$ cat src/rtl/axilxbar_addrdecode_skid.sv
// axilxbar_addrdecode_skid: registered AXI-lite address decoder with a
// one-entry skid buffer. Each accepted request is turned into a one-hot
// slave select, where bit NS means "no slave". o_stall is registered, and
// the block sustains one beat per clock. It also keeps a saturating count
// of unmapped requests.
// Optional build macro: ADDRDECODE_LOWPOWER_EN. When defined, the output
// and skid datapaths are zeroed whenever they hold no valid entry.
module axilxbar_addrdecode_skid #(
  parameter int NS = 4,
  parameter int AW = 32,
  parameter int DW = 32,
  parameter logic [NS*AW-1:0] SLAVE_ADDR =
    {32'h8000_0000, 32'h2000_0000, 32'h1000_0000, 32'h0000_0000},
  parameter logic [NS*AW-1:0] SLAVE_MASK =
    {32'h8000_0000, 32'hF000_0000, 32'hF000_0000, 32'hF000_0000},
  parameter logic [NS-1:0] ACCESS_ALLOWED = {NS{1'b1}},
  parameter int CW = 8
) (
  input  logic          i_clk,
  input  logic          i_reset,
  input  logic          i_valid,
  output logic          o_stall,
  input  logic [AW-1:0] i_addr,
  input  logic [DW-1:0] i_data,
  output logic          o_valid,
  input  logic          i_stall,
  output logic [NS:0]   o_decode,
  output logic [AW-1:0] o_addr,
  output logic [DW-1:0] o_data,
  output logic [CW-1:0] o_miss_count
);

  logic          out_vld_q;
  logic [AW-1:0] out_addr_q;
  logic [DW-1:0] out_data_q;
  logic [NS:0]   out_dec_q;
  logic          skid_vld_q;
  logic [AW-1:0] skid_addr_q;
  logic [DW-1:0] skid_data_q;
  logic [NS:0]   skid_dec_q;
  logic [CW-1:0] miss_q;
  logic [NS:0]   dec_d;
  logic          accept;
  logic          out_load;

  // Fixed-priority decode: scan from the top down so the lowest index wins
  always_comb begin
    dec_d     = '0;
    dec_d[NS] = 1'b1;
    for (int k = NS - 1; k >= 0; k--) begin
      if ((((i_addr ^ SLAVE_ADDR[k*AW +: AW]) & SLAVE_MASK[k*AW +: AW]) == '0)
          && ACCESS_ALLOWED[k]) begin
        dec_d    = '0;
        dec_d[k] = 1'b1;
      end
    end
  end

  assign accept   = i_valid && !skid_vld_q;
  assign out_load = !out_vld_q || !i_stall;

  // Output register plus skid entry. The skid entry has priority when the
  // output can load, so beats are never reordered.
  always_ff @(posedge i_clk) begin
    if (i_reset) begin
      out_vld_q  <= 1'b0;
      out_dec_q  <= '0;
      skid_vld_q <= 1'b0;
      skid_dec_q <= '0;
`ifdef ADDRDECODE_LOWPOWER_EN
      out_addr_q  <= '0;
      out_data_q  <= '0;
      skid_addr_q <= '0;
      skid_data_q <= '0;
`endif
    end else if (out_load) begin
      if (skid_vld_q) begin
        out_vld_q  <= 1'b1;
        out_addr_q <= skid_addr_q;
        out_data_q <= skid_data_q;
        out_dec_q  <= skid_dec_q;
        skid_vld_q <= 1'b0;
        skid_dec_q <= '0;
`ifdef ADDRDECODE_LOWPOWER_EN
        skid_addr_q <= '0;
        skid_data_q <= '0;
`endif
      end else if (accept) begin
        out_vld_q  <= 1'b1;
        out_addr_q <= i_addr;
        out_data_q <= i_data;
        out_dec_q  <= dec_d;
      end else begin
        out_vld_q <= 1'b0;
        out_dec_q <= '0;
`ifdef ADDRDECODE_LOWPOWER_EN
        out_addr_q <= '0;
        out_data_q <= '0;
`endif
      end
    end else if (accept) begin
      // The output is held by downstream, so the beat parks in the skid entry
      skid_vld_q  <= 1'b1;
      skid_addr_q <= i_addr;
      skid_data_q <= i_data;
      skid_dec_q  <= dec_d;
    end
  end

  // Saturating count of unmapped beats, taken at acceptance
  always_ff @(posedge i_clk) begin
    if (i_reset)
      miss_q <= '0;
    else if (accept && dec_d[NS] && (miss_q != {CW{1'b1}}))
      miss_q <= miss_q + 1'b1;
  end

  assign o_stall      = skid_vld_q;
  assign o_valid      = out_vld_q;
  assign o_decode     = out_dec_q;
  assign o_addr       = out_addr_q;
  assign o_data       = out_data_q;
  assign o_miss_count = miss_q;

endmodule
$ cat config.mk
export PLATFORM = sky130hd
export DESIGN_NAME = axilxbar_addrdecode_skid
export DESIGN_NICKNAME = d
export VERILOG_FILES = /design/src/rtl/axilxbar_addrdecode_skid.sv
export SDC_FILE = /design/constraint.sdc
export NUM_CORES = 1
export LEC_CHECK = 0
export BUFFER_PORTS_ARGS = -buffer_cell sky130_fd_sc_hd__buf_2
export CAP_MARGIN = 0
export CORE_MARGIN = 1.5
export CORE_UTILIZATION = 45
export CTS_BUF_LIST = sky130_fd_sc_hd__clkbuf_4
export DETAILED_ROUTE_END_ITERATION = 6
export GPL_TIMING_DRIVEN = 0
export MAX_ROUTING_LAYER = met4
export PLACE_DENSITY = 0.73
export SYNTH_ARGS = -nofsm -noshare
export SYNTH_HDL_FRONTEND = slang
export SYNTH_SLANG_ARGS = --single-unit
$ cat constraint.sdc
create_clock -name i_clk -period 5.53 [get_ports i_clk]
set_clock_uncertainty 0.1 [all_clocks]
set_input_delay 0.2765 -clock i_clk [delete_from_list [all_inputs] [get_ports i_clk]]
set_output_delay 0.2765 -clock i_clk [all_outputs]
set_load 0.01 [all_outputs]
==> flow_results.org <==
** Detailed routing
- Final routed wire length divided by cell count :: roughly 16 microns
- The first TritonRoute pass finished after 5 iterations.
- After detailed routing, the number of remaining DRC violations is 0.
- In this run the remaining antenna-violating nets after routing total 0.
- After detailed routing, the number of vias per cell comes to about 5.1.
- The first routing iteration left about 230 violations.
- Overall routed net length :: between 10 and 15 mm
- The detailed router placed between 3000 and 4000 vias in this run.

** Pwr
- For this design the static power due to leakage is 2.83 nW.
- Across the VDD grid, the largest voltage drop is ~0.15 mV.
- Power density relative to cell area :: about 280 nW/um^2
- The design draws 2.09 mW.

** Place
- Port bufs :: between 100 and 150
- Before CTS, the worst setup slack after placement is around 2300 ps.
- The congestion estimate from routability-driven global placement came to slightly above 0.8.
- DP Area :: around 6700 sq um
- Half-perimeter wire length after detailed placement :: around 7.5 mm

** Final layout
- Cells with a size suffix above 1 make up roughly 45% of the layout.
- The repair_antennas step left the layout with diodes totalling 0.
- Measured on the finished design, the core utilization comes to about 63%.
- Final Instance Area :: ~7600 sq um
- Area growth syn-to-layout :: 36.7%
- Net count of the finished layout :: just over 600

** Timing
- The worst path in the final design needs a cycle of between 3000 and 4000 ps, including I/O delays and setup.
- Setup repair after global routing missed its margin :: false
- Final number of setup-violating endpoints :: 0
- After layout, the worst path uses a little under three fifths of the clock period.
- Final worst-path setup slack :: ~2300 ps
- Hold violation total from the final report :: 0
- In this run the tightest slew margin relative to its limit is 37.2%.
- Actual transition at the worst max-transition pin :: 940 ps
- Number of max-slew violations in the final report :: 0
- FMAX :: between 0.3 and 0.4 GHz

** GRT
- Total global routing track utilization :: about a fifth
- The number of antenna violations at the first check in global routing is 0.
- The number of global-route vias before repair was approximately 3700.
- The first global-routing pass estimated 18.4 mm of wire.
- The total overflow left after global routing is 0.
- Entering global routing, the biggest net connects 21 pins.

** Clock tree
- Post-CTS resize count :: 0
- Number of buffers added by the clock tree synthesis step :: 17
- The H-tree was split into 4 levels.
- Clock latency of the later-clocked register in the worst-skew pair :: 520 ps
- Clock Tree Root :: sky130_fd_sc_hd__clkbuf_4
- Post-CTS Repair Setup Buffers :: 0
- After clock tree synthesis, the clock-pin slew on the worst setup and hold paths is around 110 ps.
- Deepest clock path buffer count :: 2
- Count of clock tree sinks :: approximately 150
- CTS tree :: built
- Hold repair after CTS inserted 66 buffers.

** Status
- Result of the run :: finished, final reports clean

** Logic synthesis
- The number of nets handed over by synthesis was 382.
- Portion of the post-synthesis area used by sequential elements :: between 70% and 80%
- After synthesis, the largest area contributor takes up 69.2% of total cell area.
- Count of unique library cells instantiated by Yosys :: 40
- Counting flops with an async set or reset pin after synthesis yields a share of 0%.
- Among all flip-flop cells after synthesis, the most frequent one is sky130_fd_sc_hd__edfxtp_1.
- Top cells by instance count after synthesis :: sky130_fd_sc_hd__edfxtp_1 (128), sky130_fd_sc_hd__mux2_2 (63), sky130_fd_sc_hd__dfxtp_1 (20)
- The average instance in the mapped netlist occupies 17.7 sq um.
- Cell with the most instances after synthesis :: sky130_fd_sc_hd__edfxtp_1
- Cell accounting for the most synthesized area :: sky130_fd_sc_hd__edfxtp_1
- Synthesized instance count :: roughly 310
- For this run, the number of Yosys warnings is 0.
- Synth area leaders :: sky130_fd_sc_hd__edfxtp_1 (69%), sky130_fd_sc_hd__mux2_2 (13%), sky130_fd_sc_hd__dfxtp_1 (7.2%)
- In this run, synthesis produced a sequential element count of 148.
- Post-synthesis cell area :: around 5600 sq um
- EDFF count, synth :: 128

** Die
- The initial utilization of the core area, before any placement, comes to 46.2%.
- The core region is 12000 sq um.
- The die covers ~13000 sq um.
- Io pins :: about 150
- In this run the core area contains 40 standard-cell rows.
- Die Height :: about 110 microns
- Die extent in x :: 114 microns

** Hold path
- Hold Path Class :: input pin to flop

** Worst setup path
- Crit Path Max Fanout :: 16
- Required time at the endpoint of the critical path :: ~5700 ps
- Arrival @ worst endpoint :: around 3300 ps
- STA classifies the critical path startpoint as a flop.
- The worst setup path is of the flop to flop kind.
- Endpoint class of the critical path :: flop

** Flow run
- Across the run, the number of max-cap violations was 0.
-- cells in the final DEF (no fill, tap or decap), types with 2 or more instances in the layout --
cell,n
sky130_fd_sc_hd__a211oi_1,4
sky130_fd_sc_hd__a21oi_1,18
sky130_fd_sc_hd__a31oi_1,3
sky130_fd_sc_hd__and3_1,2
sky130_fd_sc_hd__buf_1,4
sky130_fd_sc_hd__buf_16,5
sky130_fd_sc_hd__buf_2,146
sky130_fd_sc_hd__buf_8,2
sky130_fd_sc_hd__bufinv_16,2
sky130_fd_sc_hd__clkbuf_1,8
sky130_fd_sc_hd__clkbuf_4,18
sky130_fd_sc_hd__clkinv_1,2
sky130_fd_sc_hd__clkinv_2,3
sky130_fd_sc_hd__clkinv_4,3
sky130_fd_sc_hd__clkinvlp_4,2
sky130_fd_sc_hd__dfxtp_1,20
sky130_fd_sc_hd__dlygate4sd3_1,66
sky130_fd_sc_hd__edfxtp_1,128
sky130_fd_sc_hd__inv_1,2
sky130_fd_sc_hd__mux2_2,63
sky130_fd_sc_hd__nand2_1,9
sky130_fd_sc_hd__nand3_1,3
sky130_fd_sc_hd__nor2_1,9
sky130_fd_sc_hd__nor2b_1,2
sky130_fd_sc_hd__nor3_1,8
sky130_fd_sc_hd__nor3_4,2
sky130_fd_sc_hd__nor4_1,2
sky130_fd_sc_hd__o21ai_0,3
-- power by group --
part	internal, mW	switching (mW)	leakage [nW]
registers	1.25	0.00931	1.34
clock network	0.270	0.368	0.143
logic	0.105	0.0872	1.35
-- worst paths after layout --
kind	from	endpoint	cells past startpoint	slack, ps
setup / recovery	o_stall	o_data[8]	8	2350
setup reg to reg	o_stall	o_data[8]	8	2350
hold reg to reg	o_decode[3]	o_decode[3]	2	370
hold / removal	i_stall	skid_dec_q[2]	4	200
-- layout make-up --
cell class	instances	area, sq um
clock buffer	18	135
inverter	2	7.51
timing repair buffer	219	1560
tap	147	184
fill	910	4420
buffer	13	56.3
multi-input combinational	150	1270
sequential	148	4240
clock inverter	14	138
-- critical path: stages, from the launching register on --
cell	delay [ps]
sky130_fd_sc_hd__dfxtp_1	410
sky130_fd_sc_hd__clkbuf_1	470
sky130_fd_sc_hd__clkbuf_1	440
sky130_fd_sc_hd__nor2_1	190
sky130_fd_sc_hd__nor3_4	550
sky130_fd_sc_hd__buf_8	250
sky130_fd_sc_hd__buf_16	160
sky130_fd_sc_hd__buf_16	160
sky130_fd_sc_hd__buf_16	160
-- cell families after synthesis --
logic type      after synthesis  share of synthesized area [%]
mux                          65                           13.2
buf+inv                      15                           1.15
xor+xnor                      1                          0.158
simple gates                 47                           4.46
flops                       148                           76.4
fa+ha+maj                     1                          0.225
compound gates               36                           4.33
-- registers in the layout, indices dropped and copies added (netlist names) --
name	cells
o_stall	1
o_miss_count	8
skid_data_q	32
skid_addr_q	32
o_addr	32
o_data	32
o_decode	5
o_valid	1
skid_dec_q	5
-- routing by layer --
metal	track usage [%]	part of all wire, %
met5	-	0
met1	23.6	44
met4	7.42	1.3
met3	5.51	5.9
met2	30.9	49
-- metrics by stage --
step                      TNS (ps)  instances  hold slack (ps)
after floorplan                  0        313              249
after detailed placement         0        613              345
after CTS                        0        711              115
after global placement      -31590        606              345
final                            0        711              197
after global routing             0        711              127
(Power assumes the default switching activity.)
